File: config.mk
export PLATFORM = sky130hd
export DESIGN_NAME = f2sdram_burst_writer
export DESIGN_NICKNAME = d
export VERILOG_FILES = /design/src/rtl/f2sdram_burst_writer.sv
export SDC_FILE = /design/constraint.sdc
export NUM_CORES = 2
export LEC_CHECK = 0
export BUFFER_PORTS_ARGS = -buffer_cell sky130_fd_sc_hd__buf_2
export CAP_MARGIN = 10
export CELL_PAD_IN_SITES_DETAIL_PLACEMENT = 2
export CELL_PAD_IN_SITES_GLOBAL_PLACEMENT = 2
export CORE_MARGIN = 4
export CORE_UTILIZATION = 50
export DETAILED_ROUTE_END_ITERATION = 6
export PLACE_DENSITY_LB_ADDON = 0.05
export SYNTH_ARGS = -nofsm -noshare
export SYNTH_HDL_FRONTEND = slang
export SYNTH_SLANG_ARGS = --single-unit
File: constraint.sdc
create_clock -name clk -period 11.2 [get_ports clk]
set_input_delay 1.12 -clock clk [delete_from_list [all_inputs] [get_ports clk]]
set_output_delay 1.12 -clock clk [all_outputs]
set_load 0.1 [all_outputs]
File: src/rtl/f2sdram_burst_writer.sv
// Streams words into a FIFO and writes them out as Avalon-MM bursts toward the f2sdram port.
// Optional stall statistics output is enabled by defining F2SDRAM_WRITER_STATS_EN.
module f2sdram_burst_writer #(
    parameter int ADDRESS_WIDTH    = 29,
    parameter int DATA_WIDTH       = 64,
    parameter int BURSTCOUNT_WIDTH = 8,
    parameter int BURST_LEN        = 16,
    parameter int FIFO_DEPTH       = 32
) (
    input  logic                        clk,
    input  logic                        rst_n,
    input  logic                        start,
    input  logic [ADDRESS_WIDTH-1:0]    base_addr,
    input  logic [23:0]                 word_count,
    input  logic                        data_valid,
    output logic                        data_ready,
    input  logic [DATA_WIDTH-1:0]       data,
    output logic                        busy,
    output logic                        done,
    input  logic                        waitrequest,
    output logic [BURSTCOUNT_WIDTH-1:0] burstcount,
    output logic [ADDRESS_WIDTH-1:0]    address,
    output logic [DATA_WIDTH-1:0]       writedata,
    output logic [DATA_WIDTH/8-1:0]     byteenable,
    output logic                        write
`ifdef F2SDRAM_WRITER_STATS_EN
    ,
    output logic [31:0]                 stall_cycles
`endif
);

    // state     | meaning
    // IDLE      | waiting for start
    // WAIT_DATA | waiting until the FIFO holds the next burst
    // BURST     | write held high until the last beat is accepted
    // DONE      | one-cycle completion pulse

    localparam int                      PTR_W       = $clog2(FIFO_DEPTH);
    localparam logic [PTR_W:0]          FIFO_FULL   = (PTR_W+1)'(FIFO_DEPTH);
    localparam logic [PTR_W:0]          PTR_ONE     = (PTR_W+1)'(1);
    localparam logic [23:0]             BURST_LEN_W = 24'(BURST_LEN);
    localparam logic [BURSTCOUNT_WIDTH-1:0] BC_ONE  = BURSTCOUNT_WIDTH'(1);

    typedef enum logic [1:0] {
        IDLE      = 2'd0,
        WAIT_DATA = 2'd1,
        BURST     = 2'd2,
        DONE      = 2'd3
    } state_t;

    state_t                        state_q, state_d;
    logic [ADDRESS_WIDTH-1:0]      addr_q, addr_d;
    logic [23:0]                   remaining_q, remaining_d;
    logic [23:0]                   count_q, count_d;
    logic [23:0]                   accepted_q, accepted_d;
    logic [BURSTCOUNT_WIDTH-1:0]   burst_len_q, burst_len_d;
    logic [BURSTCOUNT_WIDTH-1:0]   beats_left_q, beats_left_d;

    logic                          rst_meta_q, rst_ok_q;
    logic [DATA_WIDTH-1:0]         fifo_mem [FIFO_DEPTH];
    logic [PTR_W:0]                wr_ptr_q, rd_ptr_q, level;
    logic                          push, pop;
    logic                          start_ok;
    logic [23:0]                   need;

    // FSM stays parked in IDLE until reset release has passed two flops
    always_ff @(posedge clk or negedge rst_n) begin
        if (!rst_n) begin
            rst_meta_q <= 1'b0;
            rst_ok_q   <= 1'b0;
        end else begin
            rst_meta_q <= 1'b1;
            rst_ok_q   <= rst_meta_q;
        end
    end

    assign level = wr_ptr_q - rd_ptr_q;
    assign push  = data_valid && data_ready;

    always_ff @(posedge clk) begin
        if (push) begin
            fifo_mem[wr_ptr_q[PTR_W-1:0]] <= data;
        end
    end

    always_ff @(posedge clk or negedge rst_n) begin
        if (!rst_n) begin
            wr_ptr_q <= '0;
            rd_ptr_q <= '0;
        end else begin
            if (push) wr_ptr_q <= wr_ptr_q + PTR_ONE;
            if (pop)  rd_ptr_q <= rd_ptr_q + PTR_ONE;
        end
    end

    assign start_ok = (state_q == IDLE) && start && rst_ok_q;
    assign need     = (remaining_q < BURST_LEN_W) ? remaining_q : BURST_LEN_W;

    always_ff @(posedge clk or negedge rst_n) begin
        if (!rst_n) begin
            state_q      <= IDLE;
            addr_q       <= '0;
            remaining_q  <= '0;
            count_q      <= '0;
            accepted_q   <= '0;
            burst_len_q  <= BC_ONE;
            beats_left_q <= BC_ONE;
        end else begin
            state_q      <= state_d;
            addr_q       <= addr_d;
            remaining_q  <= remaining_d;
            count_q      <= count_d;
            accepted_q   <= accepted_d;
            burst_len_q  <= burst_len_d;
            beats_left_q <= beats_left_d;
        end
    end

    always_comb begin
        state_d      = state_q;
        addr_d       = addr_q;
        remaining_d  = remaining_q;
        count_d      = count_q;
        accepted_d   = accepted_q;
        burst_len_d  = burst_len_q;
        beats_left_d = beats_left_q;
        pop          = 1'b0;

        if (push) accepted_d = accepted_q + 24'd1;

        case (state_q)
            IDLE: begin
                if (start_ok) begin
                    count_d     = word_count;
                    accepted_d  = '0;
                    addr_d      = base_addr;
                    remaining_d = word_count;
                    state_d     = (word_count == 24'd0) ? DONE : WAIT_DATA;
                end
            end
            WAIT_DATA: begin
                if (24'(level) >= need) begin
                    burst_len_d  = BURSTCOUNT_WIDTH'(need);
                    beats_left_d = BURSTCOUNT_WIDTH'(need);
                    state_d      = BURST;
                end
            end
            BURST: begin
                if (!waitrequest) begin
                    pop          = 1'b1;
                    beats_left_d = beats_left_q - BC_ONE;
                    if (beats_left_q == BC_ONE) begin
                        addr_d      = addr_q + ADDRESS_WIDTH'(burst_len_q);
                        remaining_d = remaining_q - 24'(burst_len_q);
                        state_d     = (remaining_q == 24'(burst_len_q)) ? DONE : WAIT_DATA;
                    end
                end
            end
            DONE: begin
                state_d = IDLE;
            end
            default: begin
                state_d = IDLE;
            end
        endcase
    end

    assign busy       = (state_q != IDLE);
    assign done       = (state_q == DONE);
    assign write      = (state_q == BURST);
    assign data_ready = busy && (level != FIFO_FULL) && (accepted_q < count_q);
    assign burstcount = burst_len_q;
    assign address    = addr_q;
    assign writedata  = fifo_mem[rd_ptr_q[PTR_W-1:0]];
    assign byteenable = '1;

`ifdef F2SDRAM_WRITER_STATS_EN
    logic [31:0] stall_q;

    always_ff @(posedge clk or negedge rst_n) begin
        if (!rst_n) begin
            stall_q <= '0;
        end else if (start_ok) begin
            stall_q <= '0;
        end else if (write && waitrequest && (stall_q != 32'hFFFF_FFFF)) begin
            stall_q <= stall_q + 32'd1;
        end
    end

    assign stall_cycles = stall_q;
`endif

endmodule

==> flow_summary.yaml, run 1 <==
run_status:
  stop_error: "[ERROR DPL-0033] detailed placement checks failed during check placement."
  stop_stage: "detailed placement"
  status: "stopped before the end"
synthesis:
  synthesis.area_mm2: 0.0857
  synth-seq-cells: 2181
  syn_area_per_cell_um2: 21.2
  yosys_warnings: 0
  synthCells: 4039
  synth_edf_count: 2048
  ys_types: 79
  ys_seq_area_frac: 0.756
  synthArstFlopShare: 0.0610
  synthFlopType: "edfxtp_1"
die:
  start_util: 0.505
  pin_count: 235
  rows: 151
  die_h_um: 422
  die_w_um: 422
placed_design:
  io_buffers: 226
  gp_congestion: 0.743
  place.detailed.hpwl_um: 153000
## cells by family after synthesis
family / synth area share
compound gates: 0.0197
xor+xnor: 0.00235
fa+ha+maj: 0.00917
buf+inv: 0.0121
flops: 0.756
mux: 0.170
other cells: 0.0000437
simple gates: 0.0308
## cells in the mapped netlist (11+ instances only)
cell type | instances | share of area
buf_2 | 11 | 0.00064
mux2i_1 | 12 | 0.0014
and3_1 | 14 | 0.0010
nand4_1 | 15 | 0.0011
nand2_1 | 310 | 0.014
nand3_1 | 36 | 0.0021
mux4_2 | 640 | 0.17
a21oi_1 | 94 | 0.0055
edfxtp_1 | 2048 | 0.72
o21ai_0 | 83 | 0.0048
o22ai_1 | 24 | 0.0018
inv_1 | 49 | 0.0021
dfrtp_1 | 131 | 0.038
nor3_1 | 19 | 0.0011
nor2_1 | 96 | 0.0042
buf_1 | 53 | 0.0023
clkbuf_1 | 138 | 0.0060
ha_1 | 58 | 0.0085
xnor2_1 | 17 | 0.0017
or3_1 | 15 | 0.0011
## stage by stage
step                    std cells  hold slack (ps)  setup WS, ps  cell area (um2)
after global placement       6375              334          4910            89900
after floorplan              4048              331          3090            85800
==> run 2, diff against run 1 <==
==> config.mk (replaced) <==
export PLATFORM = sky130hd
export DESIGN_NAME = f2sdram_burst_writer
export DESIGN_NICKNAME = d
export VERILOG_FILES = /design/src/rtl/f2sdram_burst_writer.sv
export SDC_FILE = /design/constraint.sdc
export NUM_CORES = 2
export LEC_CHECK = 0
export BUFFER_PORTS_ARGS = -buffer_cell sky130_fd_sc_hd__buf_2
export CAP_MARGIN = 10
export CORE_MARGIN = 4
export CORE_UTILIZATION = 40
export DETAILED_ROUTE_END_ITERATION = 6
export PLACE_DENSITY_LB_ADDON = 0.15
export SYNTH_ARGS = -nofsm -noshare
export SYNTH_HDL_FRONTEND = slang
export SYNTH_SLANG_ARGS = --single-unit
==> flow_summary.yaml, run 2 <==
synthesis:
  synthesis.area_mm2: 0.0857
  ys_types: 79
  synth_top_family_by_area: "multiplexers"
  synth_largest_area_cell: "edfxtp_1"
  synthArstFlopShare: 0.0610
  synth-simple-area-share: 0.0308
  ys_seq_area_frac: 0.756
  synth-seq-cells: 2181
  synthCells: 4039
  yosys_warnings: 0
  synth_most_common_cell: "edfxtp_1"
  synth_xor_area_frac: 0.00235
  synth_area_leaders: "edfxtp_1, mux4_2, dfrtp_1"
  synthFlopType: "edfxtp_1"
  synth_compound_area_frac: 0.0197
  syn_area_per_cell_um2: 21.2
  synth_mux_area_frac: 0.170
  synthAdderAreaFrac: 0.00917
  synthTopCellsByCount: "edfxtp_1, mux4_2, nand2_1, clkbuf_1, dfrtp_1"
  synth_edf_count: 2048
  synth_top_area_share: 0.717
global_route:
  grt_max_degree: 144
  grt_pass1_vias: 42830
  grt_antenna_before_repair: 26
  grt_pass1_wl_um: 320000
  grt-ovfl-total: 0
  track_usage: 0.200
clock_network:
  cts_resized: 0
  cts.sinks: 2181
  cts_hold_repair.buffers: 0
  cts_setup_buffers: 0
  path_clk_slew_ps: 60
  root_buffer: "clkbuf_16"
  ctsLongestPathBuffers: 3
  htreeDepth: 4
  cts-buffers-inserted: 225
  clk_latency_ps: 860
  cts_tree: "yes"
sta:
  period_share: 0.655
  setup_viol: 0
  tightest_slew_ps: 1210
  skew_ps: 51.2
  fin_setup_tns_ps: 0
  setup_slack_ps: 3870
  max_slew_margin: 0.191
  hold_viol_final: 0
  rsz0062_at_grt: "no"
  min_period_ps: 7330
  drv_slew: 0
  fmax_mhz: 136
worst_setup_path:
  crit_path_frequent_cell: "buf_4"
  cp.arrival_ps: 6210
  path_delay_family: "buffers and inverters"
  cp_cell_sequence: "buf_4 > buf_4 > buf_4 > mux4_2 > mux4_2 > nand2_1 > nand2_1 > buf_2"
  cp_num_buf_inv: 4
  crit_required_ps: 10080
  cpMaxStageDelayCell: "buf_4"
  cp_slowest_stage_delay_ps: 930
  start_kind: "flip-flop"
  critical_path_class: "reg -> out"
  crit_path_end_kind: "output pin"
  crit_fanout: 49
power_and_ir_drop:
  intPower_mw: 17.0
  switching_share: 0.369
  switching_power_mw: 9.92
  p_seq_frac: 0.365
  p_leak_nw: 31.5
  ir_drop_uv: 365
  power_density_mw_per_mm2: 274
  power_frac_comb: 0.360
  p_clk_frac: 0.275
die:
  coreArea_mm2: 0.213
  die_h_um: 471
  die_w_um: 471
  rows: 169
  start_util: 0.403
  pin_count: 235
  die_area_mm2: 0.222
routing:
  via_per_inst: 5.65
  drt-wirelength-per-cell_um: 30.1
  drt_iter0_drc: 3824
  firstDrtPassIters: 5
  via_count: 41836
  drtAntennaViolNets: 0
  routed_wl_um: 223000
  route.detailed.drc: 0
placed_design:
  gp_congestion: 0.748
  io_buffers: 226
  post-place-ws_ps: 4550
  place.detailed.hpwl_um: 114000
cells_and_area:
  layout.nets: 4572
  largest_reg_flops: 2048
  drive_gt1_frac: 0.293
  area_growth_pct: 14.3
  layout_common_cells: "edfxtp_1, mux4_2, nand2_1"
  fillerInstances: 17909
  layout_commonest_cell: "edfxtp_1"
min_path:
  hold_path_class: "in -> async"
run_status:
  status: "finished clean"
flow_run:
  cap_violations: 0
==> run 2: cell counts after synthesis <==
Identical to the previous run, type by type.
==> run 2: path summary, 6_finish.rpt <==
check	slack, ps	cells after the start	startpoint	endpoint
min in group clk	350	0	rst_meta_q	rst_ok_q
max in group asynchronous	9540	2	rst_n	rd_ptr_q[4]
worst min-delay path	340	1	rst_n	address[20]
worst min register to register	350	0	rst_meta_q	rst_ok_q
worst max-delay path	3870	8	rd_ptr_q[0]	writedata[15]
worst max register to register	5100	11	rd_ptr_q[1]	fifo_mem[13][3]
==> run 2: logic make-up (layout without fill, tap and decap cells) <==
group | Yosys count | count (layout)
AOI/OAI and AO/OA | 280 | 280
xor gates and xnor gates | 23 | 23
adders and majority gates | 61 | 61
buffers and inverters | 262 | 793
DFF | 2181 | 2181
muxes | 653 | 653
other | 1 | 19
and+or+nand+nor | 578 | 578
==> run 2: layout make-up <==
cell class,instances,area (um2),area share
multi-input combinational,1605,20100,0.206
inverter,51,205,0.00209
antenna,9,22.5,0.000230
sequential,2181,64800,0.662
clock inverter,138,1330,0.0136
clock buffer,279,5960,0.0608
timing repair buffer,325,1940,0.0198
tap,2821,3530,0.0360
==> run 2: power by group through the flow <==
stage	logic, mW	clock network, mW	registers, mW
after floorplan	7.06	0	10.2
after global placement	9.80	0	9.98
after detailed placement	9.84	0	9.99
after CTS	9.86	7.59	9.82
after global routing	10.3	7.94	9.87
final	9.67	7.41	9.81
==> run 2: metal layers <==
layer  wire length (um)  part of all wire  vias up  track usage
met1             100000              0.45    22893        0.293
met5                 52           0.00023        -            0
met2             107000              0.48     1114        0.318
li1                   -                 -    17534            -
met3              12100             0.054      283       0.0332
met4               3670             0.016       12       0.0402
==> run 2: stage by stage <==
step,hold slack [ps],utilization,power [mW],cells,cell area [um2]
finish,340,0.461,26.9,7409,98000
CTS,316,0.460,27.3,7400,98000
global route,356,0.461,28.1,7403,98000
floorplan,331,-,17.3,4048,85800
detailed placement,337,0.426,19.8,6983,90700
global placement,339,0.426,19.8,6983,90700
Note: power is estimated with default switching activity, not from simulation.
